===== config.mk =====
export PLATFORM = sky130hd
export DESIGN_NAME = exec_forward_pipe
export DESIGN_NICKNAME = d
export VERILOG_FILES = /design/src/rtl/exec_forward_pipe.sv
export SDC_FILE = /design/constraint.sdc
export NUM_CORES = 1
export LEC_CHECK = 0
export BUFFER_PORTS_ARGS = -buffer_cell sky130_fd_sc_hd__buf_2
export CORE_ASPECT_RATIO = 1.1
export CORE_MARGIN = 5
export CORE_UTILIZATION = 44
export DETAILED_ROUTE_END_ITERATION = 8
export PLACE_DENSITY = 0.79
export SLEW_MARGIN = 40
export SYNTH_ARGS = -nofsm -noshare
export SYNTH_HDL_FRONTEND = slang
export SYNTH_SLANG_ARGS = --single-unit

===== constraint.sdc =====
create_clock -name clk -period 2.1 [get_ports clk]
set_input_delay 0.63 -clock clk [delete_from_list [all_inputs] [get_ports clk]]
set_output_delay 0.63 -clock clk [all_outputs]
set_load 0.01 [all_outputs]

===== src/rtl/exec_forward_pipe.sv =====
// EX/DM/WB pipeline: operand forwarding, data-memory drive and regfile write port.
// Optional `FWD_STATS_EN adds a saturating forwarded-operand counter (fwd_count).
module exec_forward_pipe #(
    parameter int DATA_W = 8,
    parameter int REG_W  = 5,
    parameter int OP_W   = 5
) (
    input  logic              clk,
    input  logic              reset,
    input  logic [OP_W-1:0]   op_dec,
    input  logic [REG_W-1:0]  RW_dec,
    input  logic [1:0]        mux_sel_a,
    input  logic [1:0]        mux_sel_b,
    input  logic              imm_sel,
    input  logic [DATA_W-1:0] Imm,
    input  logic              mem_en_dec,
    input  logic              mem_rw_dec,
    input  logic              mem_mux_sel_dec,
    input  logic [DATA_W-1:0] rd_data_a,
    input  logic [DATA_W-1:0] rd_data_b,
    input  logic [DATA_W-1:0] alu_result,
    input  logic [DATA_W-1:0] mem_rd_data,
    output logic [OP_W-1:0]   op_exec,
    output logic [DATA_W-1:0] ans_a,
    output logic [DATA_W-1:0] ans_b,
    output logic [DATA_W-1:0] ans_ex,
    output logic [DATA_W-1:0] ans_dm,
    output logic [DATA_W-1:0] ans_wb,
    output logic              mem_en_ex,
    output logic              mem_rw_ex,
    output logic [DATA_W-1:0] mem_addr,
    output logic [DATA_W-1:0] mem_wdata,
    output logic              wr_en_wb,
    output logic [REG_W-1:0]  RW_wb
`ifdef FWD_STATS_EN
    ,
    output logic [15:0]       fwd_count
`endif
);

    localparam logic [OP_W-1:0] OP_STORE = OP_W'(5'b10101);

    logic [DATA_W-1:0] ans_ex_q, ans_ex_d;
    logic              v_ex_q, v_ex_d;
    logic [REG_W-1:0]  rw_ex_q, rw_ex_d;
    logic [OP_W-1:0]   op_ex_q, op_ex_d;
    logic              mem_en_ex_q, mem_en_ex_d;
    logic              mem_rw_ex_q, mem_rw_ex_d;
    logic              msel_ex_q, msel_ex_d;
    logic [DATA_W-1:0] mem_wdata_q, mem_wdata_d;

    logic [DATA_W-1:0] ans_dm_q, ans_dm_d;
    logic [REG_W-1:0]  rw_dm_q, rw_dm_d;
    logic              we_dm_q, we_dm_d;
    logic              v_dm_q, v_dm_d;

    logic [DATA_W-1:0] ans_wb_q, ans_wb_d;
    logic [REG_W-1:0]  rw_wb_q, rw_wb_d;
    logic              wr_en_wb_q, wr_en_wb_d;

    logic [DATA_W-1:0] a_fwd, b_fwd;

    function automatic logic writes(input logic [OP_W-1:0] op);
        return !((op == OP_STORE) || (op[OP_W-1 -: 2] == 2'b11));
    endfunction

    function automatic logic [DATA_W-1:0] fwd_mux(
        input logic [1:0]        sel,
        input logic [DATA_W-1:0] rf
    );
        logic [DATA_W-1:0] r;
        case (sel)
            2'b01:   r = ans_ex_q;
            2'b10:   r = ans_dm_q;
            2'b11:   r = ans_wb_q;
            default: r = rf;
        endcase
        return r;
    endfunction

    always_comb begin
        a_fwd = fwd_mux(mux_sel_a, rd_data_a);
        b_fwd = fwd_mux(mux_sel_b, rd_data_b);
    end

    assign ans_a   = a_fwd;
    assign ans_b   = imm_sel ? Imm : b_fwd;
    assign op_exec = op_dec;

    always_comb begin
        ans_ex_d    = alu_result;
        v_ex_d      = 1'b1;
        rw_ex_d     = RW_dec;
        op_ex_d     = op_dec;
        mem_en_ex_d = mem_en_dec;
        mem_rw_ex_d = mem_rw_dec;
        msel_ex_d   = mem_mux_sel_dec;
        // store data comes from the register path even when B is an immediate
        mem_wdata_d = b_fwd;

        ans_dm_d = msel_ex_q ? mem_rd_data : ans_ex_q;
        rw_dm_d  = rw_ex_q;
        we_dm_d  = v_ex_q & writes(op_ex_q);
        v_dm_d   = v_ex_q;

        ans_wb_d   = ans_dm_q;
        rw_wb_d    = rw_dm_q;
        wr_en_wb_d = we_dm_q & v_dm_q;
    end

    always_ff @(posedge clk or negedge reset) begin
        if (!reset) begin
            ans_ex_q    <= '0;
            v_ex_q      <= 1'b0;
            rw_ex_q     <= '0;
            op_ex_q     <= '0;
            mem_en_ex_q <= 1'b0;
            mem_rw_ex_q <= 1'b0;
            msel_ex_q   <= 1'b0;
            mem_wdata_q <= '0;
            ans_dm_q    <= '0;
            rw_dm_q     <= '0;
            we_dm_q     <= 1'b0;
            v_dm_q      <= 1'b0;
            ans_wb_q    <= '0;
            rw_wb_q     <= '0;
            wr_en_wb_q  <= 1'b0;
        end else begin
            ans_ex_q    <= ans_ex_d;
            v_ex_q      <= v_ex_d;
            rw_ex_q     <= rw_ex_d;
            op_ex_q     <= op_ex_d;
            mem_en_ex_q <= mem_en_ex_d;
            mem_rw_ex_q <= mem_rw_ex_d;
            msel_ex_q   <= msel_ex_d;
            mem_wdata_q <= mem_wdata_d;
            ans_dm_q    <= ans_dm_d;
            rw_dm_q     <= rw_dm_d;
            we_dm_q     <= we_dm_d;
            v_dm_q      <= v_dm_d;
            ans_wb_q    <= ans_wb_d;
            rw_wb_q     <= rw_wb_d;
            wr_en_wb_q  <= wr_en_wb_d;
        end
    end

    assign ans_ex    = ans_ex_q;
    assign ans_dm    = ans_dm_q;
    assign ans_wb    = ans_wb_q;
    assign mem_en_ex = mem_en_ex_q;
    assign mem_rw_ex = mem_rw_ex_q;
    assign mem_addr  = ans_ex_q;
    assign mem_wdata = mem_wdata_q;
    assign wr_en_wb  = wr_en_wb_q;
    assign RW_wb     = rw_wb_q;

`ifdef FWD_STATS_EN
    logic [15:0] fwd_count_q, fwd_count_d;
    logic [1:0]  n_fwd;
    logic [16:0] fwd_sum;

    always_comb begin
        n_fwd = {1'b0, (mux_sel_a != 2'b00)}
              + {1'b0, (mux_sel_b != 2'b00) & ~imm_sel};
        fwd_sum = {1'b0, fwd_count_q} + {15'b0, n_fwd};
        fwd_count_d = fwd_sum[16] ? 16'hFFFF : fwd_sum[15:0];
    end

    always_ff @(posedge clk or negedge reset) begin
        if (!reset) fwd_count_q <= '0;
        else        fwd_count_q <= fwd_count_d;
    end

    assign fwd_count = fwd_count_q;
`endif

endmodule


==> reports/metrics.sh <==
IRDROPWORSTVDD_mV=0.713
FINAL_AREA_UM2=3420
CTS_MAX_LEVEL=3
YOSYS_WARNINGS=0
REMAINING_ROUTING_DRC_VIOLATIONS=0
SYNTHMOSTINSTANTIATEDCELL='sky130_fd_sc_hd__dfrtp_1'
SYNTHESIS.INSTANCES=152
SYNTH.TOP_CELLS.BY_AREA='sky130_fd_sc_hd__dfrtp_1, sky130_fd_sc_hd__mux2_4, sky130_fd_sc_hd__mux2_2'
FMAXACHIEVABLE_MHz=461
CRIT_SLOWEST_CELL='sky130_fd_sc_hd__mux2_4'
TIMING.FINAL.SETUP_VIOLATIONS=8
NUM_ANTENNA_CELLS=0
RSZ0062_AT_GRT='yes'
OVERFLOW=0
FLOORPLAN.DIE.WIDTH_UM=80.5
FINALWORSTSETUPSLACK_PS=-70.7
ANTENNA_VIOL_NETS_FINAL=0
VIAS=1675
TOP_LEVEL_PORTS=129
CRITPATHMAXSTAGEDELAY_PS=310
CRITPATHLAUNCHTYPE='primary input'
EFFECTIVE_UTILIZATION_AT_FLOORPLAN=0.449
SYNTH_CELL_TYPES=20
WORSTREGTOREGCELLS=3
CP.BUFFERS_INVERTERS=3
FP.DIEH_UM=87.6
DETAIL_ROUTE.FIRST_PASS.ITERATIONS=3
CLK_TRANSITION_REPORTED_PATHS_PS=60
GPL.FINAL_WEIGHTED_CONGESTION=0.720
CAP_VIOL_MAX_COUNT=0
SYNTH.AVG_CELL_AREA_UM2=15.8
PLACE_AREA_UM2=3060
WORSTHOLDPATHTYPE='primary input to asynchronous set/reset pin'
TIMING.CRITICAL_PATH.DEPTH=6
FIRST_GLOBAL_VIAS=1849
POWER_PER_CELL_AREA_nW_PER_UM2=838
SETUP_TOTAL_NEGATIVE_SLACK_PS=-462
SYNTHDOMINANTAREACELLTYPE='sky130_fd_sc_hd__dfrtp_1'
CTS_TREE='built'
FINAL.PERIOD_UTILIZATION=1.03
CHAIN_OF_CELLS_FORMING_THE_CRITICAL_PATH='buf_8 > buf_12 > mux2_4 > o22ai_2 > a21oi_1 > buf_2'
FINAL_NETS=338
SLEW_VIOLATIONS=0
R2R-START='ans_dm[2]'
VIASPERCELL=4.68
YOSYS_REGISTER_BITS=59
WORSTPATHMAXFANOUT=8
AREA.GROWTH.SYNTH_TO_FINAL_PCT=42.2
DIE-AREA_UM2=7050
FINAL.MIN_CLOCK_PERIOD_PS=2170
POST_SYNTH_MOST_FREQUENT_CELLS='sky130_fd_sc_hd__dfrtp_1, sky130_fd_sc_hd__mux2_2, sky130_fd_sc_hd__mux2_4'
TIMING.FINAL.HOLD_VIOLATIONS=0
NUMBER_OF_ANTENNA_VIOLATIONS_AT_THE_FIRST_CHECK_IN_GLOBAL_ROUTING=0
LEAKAGEPOWER_uW=0.00174
CLOCK-SINKS=59
R2R_SETUP_SLACK_PS=900
CTS.PATH.MAX_BUFFERS=2
CTS-ROOT-BUF='sky130_fd_sc_hd__clkbuf_8'
CRITPATHCAPTURETYPE='output pin'
FAILING_CHECKS='negative setup slack'
DP_HPWL_UM=4410
WORST_R2R_ENDPOINT='mem_wdata[2]'
CP.REQUIRED_PS=1470
FILLCELLCOUNT=423
DRIVE_ABOVE_1_SHARE=0.717
MAXIMUM_NUMBER_OF_PINS_ON_ONE_NET_BEFORE_GLOBAL_ROUTE_REPAIR=60
SYNTH_NET_COUNT=212
SYNTHFLOPTYPE='sky130_fd_sc_hd__dfrtp_1'
WIRELENGTH_PER_CELL_UM=17.5
NETLIST_AREA_UM2=2410
ROUTED_WIRELENGTH_UM=6280
PORT-BUFFER-COUNT=128
ROWS=28
WORSTSKEWPAIRLATENCY_PS=330
AREA_SHARE_OF_THE_LARGEST_CELL_TYPE_AFTER_SYNTHESIS=0.614
TIMING.SETUP.CRITICAL_PATH_CLASS='primary input to output pin'
CLOCK_SKEW_PS=5.03
SEQUENTIAL_ELEMENT_SHARE_OF_THE_SYNTHESIZED_AREA=0.614
CRITPATHTOPFAMILY='buffers and inverters'
DR.FIRST_ITER.DRC_COUNT=50
NUMBER_OF_SYNTHESIZED_FLOPS_WITH_AN_ENABLE_PIN=0
ASYNC_RESET_FF_FRAC=1.00
OUTCOME='finished, violations left'
AREA_INSIDE_THE_CORE_BOUNDARY_UM2=5360
WIRE_LENGTH_OF_THE_FIRST_GLOBAL_ROUTING_PASS_UM=9360
GRT_USE_TOTAL=0.186
WORSTPATHARRIVAL_PS=1540
NUMBER_OF_BUFFERS_CREATED_BY_CTS=9
## worst register-to-register path, stage by stage (launching register included)
cell and delay [ps]:
sky130_fd_sc_hd__dfrtp_1 410, sky130_fd_sc_hd__mux2_4 280, sky130_fd_sc_hd__buf_4 140, sky130_fd_sc_hd__mux2_4 250
## worst max path at each step
stage	start	end	slack, ps
3_5_place_dp	mux_sel_b[1]	ans_b[1]	-180
4_1_cts	mux_sel_b[1]	ans_b[1]	-60
2_1_floorplan	mux_sel_a[0]	ans_a[0]	50
3_3_place_gp	mux_sel_b[1]	ans_b[1]	-150
6_report	mux_sel_b[1]	ans_b[5]	-70
5_1_grt	mux_sel_b[1]	ans_b[4]	-90
## final cells by class
class | count | area, µm² | share of cell area
clock buffer | 12 | 145 | 0.0424
clock inverter | 4 | 73.8 | 0.0216
inverter | 8 | 30.0 | 0.00878
sequential | 59 | 1480 | 0.432
multi-input combinational | 63 | 817 | 0.239
timing repair buffer | 137 | 785 | 0.229
tap | 75 | 93.8 | 0.0274
## registers in the layout, indices dropped and copies added, names as in the netlist
| signal | cells |
|---|---|
| v_dm_q | 1 |
| mem_en_ex | 1 |
| rw_dm_d | 5 |
| rw_dm_q | 5 |
| msel_ex_q | 1 |
| v_dm_d | 1 |
| ans_dm | 8 |
| we_dm_q | 1 |
| op_ex_q | 5 |
| mem_wdata | 8 |
| ans_wb | 8 |
| RW_wb | 5 |
| wr_en_wb | 1 |
| ans_ex | 8 |
| mem_rw_ex | 1 |
## kinds of logic (layout without fill, tap and decap cells)
logic type / Yosys count / in the layout / synth area share
compound gates: 18 / 18 / 0.0437
buf+inv: 30 / 161 / 0.0822
flops: 59 / 59 / 0.614
mux: 40 / 40 / 0.250
other cells: 1 / 1 / 0.00156
simple gates: 4 / 4 / 0.00936
## cell usage in the layout, fill, tap and decap left out
cell type	instances
sky130_fd_sc_hd__or2_4	1
sky130_fd_sc_hd__clkinv_4	1
sky130_fd_sc_hd__buf_4	6
sky130_fd_sc_hd__o22ai_2	8
sky130_fd_sc_hd__o21bai_1	1
sky130_fd_sc_hd__buf_6	1
sky130_fd_sc_hd__clkbuf_8	10
sky130_fd_sc_hd__mux4_2	8
sky130_fd_sc_hd__inv_1	8
sky130_fd_sc_hd__nand2_1	1
sky130_fd_sc_hd__nand2b_2	1
sky130_fd_sc_hd__clkbuf_1	2
sky130_fd_sc_hd__a21boi_0	1
sky130_fd_sc_hd__buf_2	125
sky130_fd_sc_hd__buf_8	1
sky130_fd_sc_hd__a21oi_1	6
sky130_fd_sc_hd__clkinv_2	1
sky130_fd_sc_hd__bufinv_16	2
sky130_fd_sc_hd__mux2_2	10
sky130_fd_sc_hd__and2_1	1
sky130_fd_sc_hd__buf_16	1
sky130_fd_sc_hd__a21oi_2	2
sky130_fd_sc_hd__dfrtp_1	59
sky130_fd_sc_hd__conb_1	1
sky130_fd_sc_hd__mux2_4	22
sky130_fd_sc_hd__buf_12	3
## where the power goes
group	leakage (µW)	internal (µW)	switching [µW]	total, µW
clock network	0.000111	701	429	1130
registers	0.000690	1210	46.5	1260
logic	0.000942	260	217	478
total	0.00174	2170	692	2870
## metrics by stage
stage	worst slack [ps]	total power [µW]	cells	hold WS (ps)	util
2_1_floorplan	51.6	1510	152	331	-
3_3_place_gp	-153	1710	340	332	0.571
3_5_place_dp	-178	1720	340	336	0.571
4_1_cts	-60.9	2890	358	294	0.634
5_1_grt	-90.2	2990	358	318	0.638
6_report	-70.7	2870	358	291	0.638
## timing repair
item,4_1_cts,5_1_grt
setup endpoints to repair,16,10
buffers inserted,2,0
hold buffers,0,0
pin swaps,8,0
gates cloned,1,0
resized for setup,21,5
## layer usage
metal,up-vias,share of wire,GRT usage
met4,0,0.012,0.0645
met3,6,0.080,0.0700
met1,827,0.40,0.220
met2,73,0.51,0.314
met5,-,0,0
li1,769,-,-
(Power assumes the default switching activity.)
